<file path="src/rtl/port_backend.sv">
`timescale 1ns/1ps
// port_backend: per-port egress stage; picks a priority queue (strict or WRR), requests one packet, buffers it in a halfword FIFO.
// Latency: a halfword written into an empty FIFO is presented on rd_vld/rd_data in the following cycle.
// Backpressure: ready low holds the head beat stable; registered in_stall asks the controller to pause near full.
// Optional: define PORT_BACKEND_STATS_EN to add the pkt_cnt/beat_cnt statistics outputs.
module port_backend #(
    parameter int FIFO_DEPTH   = 16,
    parameter int STALL_MARGIN = 4
) (
    input  logic        clk,
    input  logic        rst,
    input  logic        wrr_en,
    input  logic [7:0]  queue_not_empty,
    output logic        pkt_req,
    output logic [2:0]  pkt_req_prior,
    input  logic        pkt_grant,
    input  logic        in_vld,
    input  logic [15:0] in_data,
    input  logic        in_eop,
    output logic        in_stall,
    input  logic        ready,
    output logic        rd_sop,
    output logic        rd_eop,
    output logic        rd_vld,
    output logic [15:0] rd_data,
`ifdef PORT_BACKEND_STATS_EN
    output logic [15:0] pkt_cnt,
    output logic [31:0] beat_cnt,
`endif
    output logic        err_ovf
);

    localparam int              AW        = $clog2(FIFO_DEPTH);
    localparam logic [AW:0]     FULL_LVL  = (AW+1)'(FIFO_DEPTH);
    localparam logic [AW:0]     STALL_LVL = (AW+1)'(FIFO_DEPTH - STALL_MARGIN);

    typedef enum logic [1:0] {IDLE, REQ, XFER, DONE} state_t;

    state_t      state, state_nxt;
    logic [2:0]  req_prior;
    logic        req_wrr;
    logic [2:0]  rr_ptr;
    logic [3:0]  credit [8];
    logic        first_beat;
    logic        any_ne;

    logic [2:0]  sp_sel;
    logic [2:0]  wrr_sel;
    logic [2:0]  wrr_idx;
    logic        wrr_move;

    // FIFO storage: each entry is {eop, sop, data}
    logic [17:0]    fifo_mem [FIFO_DEPTH];
    logic [AW-1:0]  wr_ptr, rd_ptr;
    logic [AW:0]    fifo_cnt, fifo_cnt_nxt;
    logic           fifo_empty, fifo_full;
    logic           push_vld, push_ok, pop_ok, push_drop;
    logic [17:0]    push_dat, head_dat;

    assign any_ne = |queue_not_empty;

    // Queue selection for both modes; WRR hops downward when the pointer's queue is empty or out of credit
    always_comb begin
        sp_sel   = 3'd0;
        wrr_sel  = rr_ptr;
        wrr_idx  = rr_ptr;
        wrr_move = !(queue_not_empty[rr_ptr] && (credit[rr_ptr] != 4'd0));
        for (int q = 0; q < 8; q++) begin
            if (queue_not_empty[q]) sp_sel = 3'(q);
        end
        if (wrr_move) begin
            // k = 8 wraps back to rr_ptr itself, so a lone queue is re-served with fresh credit
            for (int k = 8; k >= 1; k--) begin
                wrr_idx = rr_ptr - 3'(k);
                if (queue_not_empty[wrr_idx]) wrr_sel = wrr_idx;
            end
        end
    end

    // FSM state register
    always_ff @(posedge clk) begin
        if (rst) state <= IDLE;
        else     state <= state_nxt;
    end

    // FSM next state; pkt_req is a pure function of the REQ state
    always_comb begin
        state_nxt = state;
        pkt_req   = 1'b0;
        case (state)
            IDLE: if (any_ne) state_nxt = REQ;
            REQ: begin
                pkt_req = 1'b1;
                if (pkt_grant)                         state_nxt = XFER;
                else if (!queue_not_empty[req_prior])  state_nxt = IDLE;
            end
            XFER: if (in_vld && in_eop) state_nxt = DONE;
            DONE: state_nxt = IDLE;
            default: state_nxt = IDLE;
        endcase
    end

    assign pkt_req_prior = req_prior;

    // Selection latch, WRR credit/pointer bookkeeping, sop tracking and sticky overflow flag
    always_ff @(posedge clk) begin
        if (rst) begin
            req_prior  <= 3'd0;
            req_wrr    <= 1'b0;
            rr_ptr     <= 3'd7;
            first_beat <= 1'b0;
            err_ovf    <= 1'b0;
            for (int q = 0; q < 8; q++) credit[q] <= 4'(q + 1);
        end else begin
            if (state == IDLE && any_ne) begin
                req_wrr <= wrr_en;
                if (wrr_en) begin
                    req_prior <= wrr_sel;
                    if (wrr_move) begin
                        credit[rr_ptr] <= 4'(rr_ptr) + 4'd1;
                        rr_ptr         <= wrr_sel;
                    end
                end else begin
                    req_prior <= sp_sel;
                end
            end
            if (state == REQ && pkt_grant)        first_beat <= 1'b1;
            else if (state == XFER && in_vld)     first_beat <= 1'b0;
            if (state == DONE && req_wrr && credit[req_prior] != 4'd0)
                credit[req_prior] <= credit[req_prior] - 4'd1;
            if (push_drop) err_ovf <= 1'b1;
        end
    end

    assign fifo_empty = (fifo_cnt == '0);
    assign fifo_full  = (fifo_cnt == FULL_LVL);
    assign push_vld   = (state == XFER) && in_vld;
    assign push_dat   = {in_eop, first_beat, in_data};
    assign pop_ok     = ready && !fifo_empty;
    // A pop in the same cycle frees a slot, so a push into a full FIFO still lands
    assign push_ok    = push_vld && (!fifo_full || pop_ok);
    assign push_drop  = push_vld && fifo_full && !pop_ok;

    // Occupancy next value from the push/pop pair
    always_comb begin
        fifo_cnt_nxt = fifo_cnt;
        if (push_ok && !pop_ok)      fifo_cnt_nxt = fifo_cnt + (AW+1)'(1);
        else if (!push_ok && pop_ok) fifo_cnt_nxt = fifo_cnt - (AW+1)'(1);
    end

    // FIFO pointers, occupancy and the registered stall request
    always_ff @(posedge clk) begin
        if (rst) begin
            wr_ptr   <= '0;
            rd_ptr   <= '0;
            fifo_cnt <= '0;
            in_stall <= 1'b0;
        end else begin
            if (push_ok) wr_ptr <= wr_ptr + AW'(1);
            if (pop_ok)  rd_ptr <= rd_ptr + AW'(1);
            fifo_cnt <= fifo_cnt_nxt;
            in_stall <= (fifo_cnt_nxt >= STALL_LVL);
        end
    end

    // FIFO storage write; contents need no reset since the occupancy gates every read
    always_ff @(posedge clk) begin
        if (push_ok) fifo_mem[wr_ptr] <= push_dat;
    end

    assign head_dat = fifo_mem[rd_ptr];
    assign rd_vld   = !fifo_empty;
    assign rd_data  = fifo_empty ? 16'd0 : head_dat[15:0];
    assign rd_sop   = !fifo_empty && head_dat[16];
    assign rd_eop   = !fifo_empty && head_dat[17];

`ifdef PORT_BACKEND_STATS_EN
    // Popped beat and packet counters, free-running with wrap
    always_ff @(posedge clk) begin
        if (rst) begin
            pkt_cnt  <= 16'd0;
            beat_cnt <= 32'd0;
        end else if (pop_ok) begin
            beat_cnt <= beat_cnt + 32'd1;
            if (head_dat[17]) pkt_cnt <= pkt_cnt + 16'd1;
        end
    end
`endif

endmodule

</file>
<file path="config.mk">
export PLATFORM = sky130hd
export DESIGN_NAME = port_backend
export DESIGN_NICKNAME = d
export VERILOG_FILES = /design/src/rtl/port_backend.sv
export SDC_FILE = /design/constraint.sdc
export NUM_CORES = 1
export LEC_CHECK = 0
export ABC_AREA = 0
export BUFFER_PORTS_ARGS = -buffer_cell sky130_fd_sc_hd__buf_4
export CAP_MARGIN = 5
export CORE_AREA = 8 8 327 202
export CTS_CLUSTER_SIZE = 10
export DETAILED_ROUTE_END_ITERATION = 8
export DIE_AREA = 0 0 335 210
export GPL_TIMING_DRIVEN = 0
export PLACE_DENSITY = 0.49
export SKIP_CTS_REPAIR_TIMING = 1
export SLEW_MARGIN = 5
export SYNTH_ARGS = -nofsm -noshare
export SYNTH_HDL_FRONTEND = slang
export SYNTH_SLANG_ARGS = --single-unit
export TNS_END_PERCENT = 30
</file>
<file path="constraint.sdc">
create_clock -name clk -period 3.7 [get_ports clk]
set_clock_uncertainty 0.15 [all_clocks]
set_input_delay 0.74 -clock clk [delete_from_list [all_inputs] [get_ports clk]]
set_output_delay 0.74 -clock clk [all_outputs]
set_load 0.01 [all_outputs]
</file>
==> results_dict.tcl <==
set metrics [dict create \
    drc 0 \
    slew_headroom_pct 34.98 \
    grt_pass1_vias 8372 \
    crit_buf_inv 2 \
    routedWlPerCell_um 21.55 \
    htreeDepth 2 \
    multiInputGateArea_um2 4642 \
    yosysSeqAreaShare_pct 68.35 \
    cp.required_ns 2.81 \
    crit_path_cell_trace "clkbuf_4, mux4_2, mux4_2, and2_1, buf_4" \
    avgSynthCellArea_um2 17.85 \
    hp-class "primary input to flip-flop" \
    dp_hpwl_mm 26.74 \
    powerDensity_nw_per_um2 603.5 \
    wirelength_mm 38.92 \
    leakagePower_uw 0.005645 \
    synth.distinct_cells 64 \
    fin_crit_sh_pct 97.75 \
    crit_family "multiplexers" \
    setup_violations 0 \
    clk_pin_slew_ns 0.06 \
    critical_path.endpoint_type "output port" \
    yosysWarnings 0 \
    num_vias 8331 \
    cts_root_buffer "clkbuf_16" \
    final-hold-violation-count 0 \
    clockBufferDepth 3 \
    finalPower_uw 10900 \
    drive_gt1_share_pct 31.02 \
    fin_cells 1806 \
    start_util_pct 24.54 \
    slowest_stage "mux4_2" \
    nets 994 \
    hold_start "rst" \
    cp_data_arrival_time_ns 2.73 \
    grt.total_usage_pct 10.91 \
    crit_type "flip-flop to output port" \
    layout_common_cells "edfxtp_1 (320), mux4_2 (116), buf_4 (61)" \
    die_width_um 335 \
    syn_area_um2 15080 \
    drv_slew 0 \
    rows 71 \
    dp_cells 1752 \
    cts_tree "done" \
    async_flop_share_pct 0 \
    ant_nets 0 \
    die_y_um 210 \
    synth_fp_nets 887 \
    gpl.final_weighted_congestion 0.7822 \
    cts.sinks 355 \
    ioPinCount 56 \
    ir_drop_uv 297.2 \
    n_fill_cell 6107 \
    ff_latch_area_um2 10320 \
    worst-path-max-fanout 10 \
    cap_violations 0 \
    area.growth.synth_to_final_pct 19.73 \
    netlist_instances 845 \
    synth_edf_count 320 \
    vias_per_cell 4.613 \
    grt_overflow 0 \
    critPathLaunchType "flip-flop" \
    antenna_found_initial 1 \
    grt_max_degree 19 \
    grt_pass1_wl_mm 57.55 \
    critical-path-max-stage-delay_ns 0.57 \
    final_common_cell "edfxtp_1" \
    port_buffers 54 \
    worst_pin_slew_ns 0.9753 \
    drt_iter0_markers 727 \
    finalCriticalPeriod_ns 3.617 \
    cpMostUsedCell "mux4_2" \
    dieArea_um2 70350 \
    cts_buffers 42 \
    synth-seq-cells 355 \
    clk_latency_ns 0.53 \
    drt_pass1_iterations 5 \
    rsz0062_at_grt "yes" \
    ys.flop_type "edfxtp_1" \
    max_freq_mhz 276.5 \
    diodes 0 \
    status "complete, no violations" \
    fp.coreArea_um2 61470 \
    r2r_start "rr_ptr[1]" \
]
==> power breakdown <==
part | switching (uW) | internal, uW | leakage [uW] | total [uW]
Clock | 1500 | 2140 | 0.000567 | 3630
Combinational | 1430 | 1280 | 0.00191 | 2710
Sequential | 105 | 4450 | 0.00317 | 4560
Total | 3030 | 7870 | 0.00565 | 10900
==> synthesized netlist by cell type (all sizes together) (10+ instances only) <==
cell,instances,area (um^2)
a21oi,16,80.08
and2,19,118.9
buf,20,96.35
clkbuf,23,87.58
dfxtp,35,700.7
edfxtp,320,9609
ha,11,137.6
inv,17,63.81
mux4,116,2613
nand2,43,161.4
nand2b,17,106.4
nand3,10,50.05
nor2,72,272.8
nor3,11,55.05
o21ai,12,60.06
==> per-stage QoR <==
step / hold WS (ns) / cell area, um^2 / TNS [ns] / setup WS, ns / util (%)
finish: 0.3070 / 18060 / 0 / 0.08321 / 29.38
global route: 0.3162 / 18060 / -0.01340 / -0.009243 / 29.38
CTS: 0.3015 / 17970 / -21.33 / -1.080 / 29.23
detailed placement: 0.3028 / 16800 / -10.31 / -0.4890 / 27.33
global placement: 0.3061 / 16540 / -272.94 / -1.943 / 26.91
floorplan: 0.2866 / 15080 / 0 / 0.2301 / -
==> layer usage <==
layer,vias up,wire [um],GRT usage [%]
li1,3628,-,-
met1,4376,19430,16.96
met2,277,15840,15.14
met3,50,2991,2.632
met4,0,660,2.425
met5,-,0,0
==> cell type report <==
class                      count  share of cell area [%]
buffer                        38                   1.323
clock buffer                  56                   6.346
clock inverter                 3                  0.1178
inverter                      18                  0.3741
multi-input combinational    429                   25.70
sequential                   355                   57.12
tap                          839                   5.812
timing repair buffer          68                   3.207
==> state kept, by name, indices dropped and copies added (netlist names), named ones only <==
signal         flops
req_wrr            1
pkt_req_prior      3
first_beat         1
wr_ptr             4
rr_ptr             3
state              1
credit            32
err_ovf            1
rd_ptr             4
fifo_mem         288
in_stall           1
fifo_cnt           5
==> worst paths after layout <==
path / cells after the start / slack, ns / endpoint
worst max-delay path: 5 / 0.08 / rd_data[5]
worst min-delay path: 2 / 0.31 / fifo_cnt[4]
worst max register to register: 10 / 0.15 / rr_ptr[0]
worst min register to register: 2 / 0.31 / req_wrr
==> cell families (layout without fill, tap and decap cells) <==
kind of cell	count (synthesis)	in the layout	share of synthesized area [%]
AOI/OAI and AO/OA	75	75	3.583
xor gates and xnor gates	12	12	0.6967
adders and majority gates	11	11	0.9124
buffers and inverters	61	183	1.667
DFF	355	355	68.35
muxes	131	131	18.40
and+or+nand+nor	200	200	6.395
(Power assumes the default switching activity.)
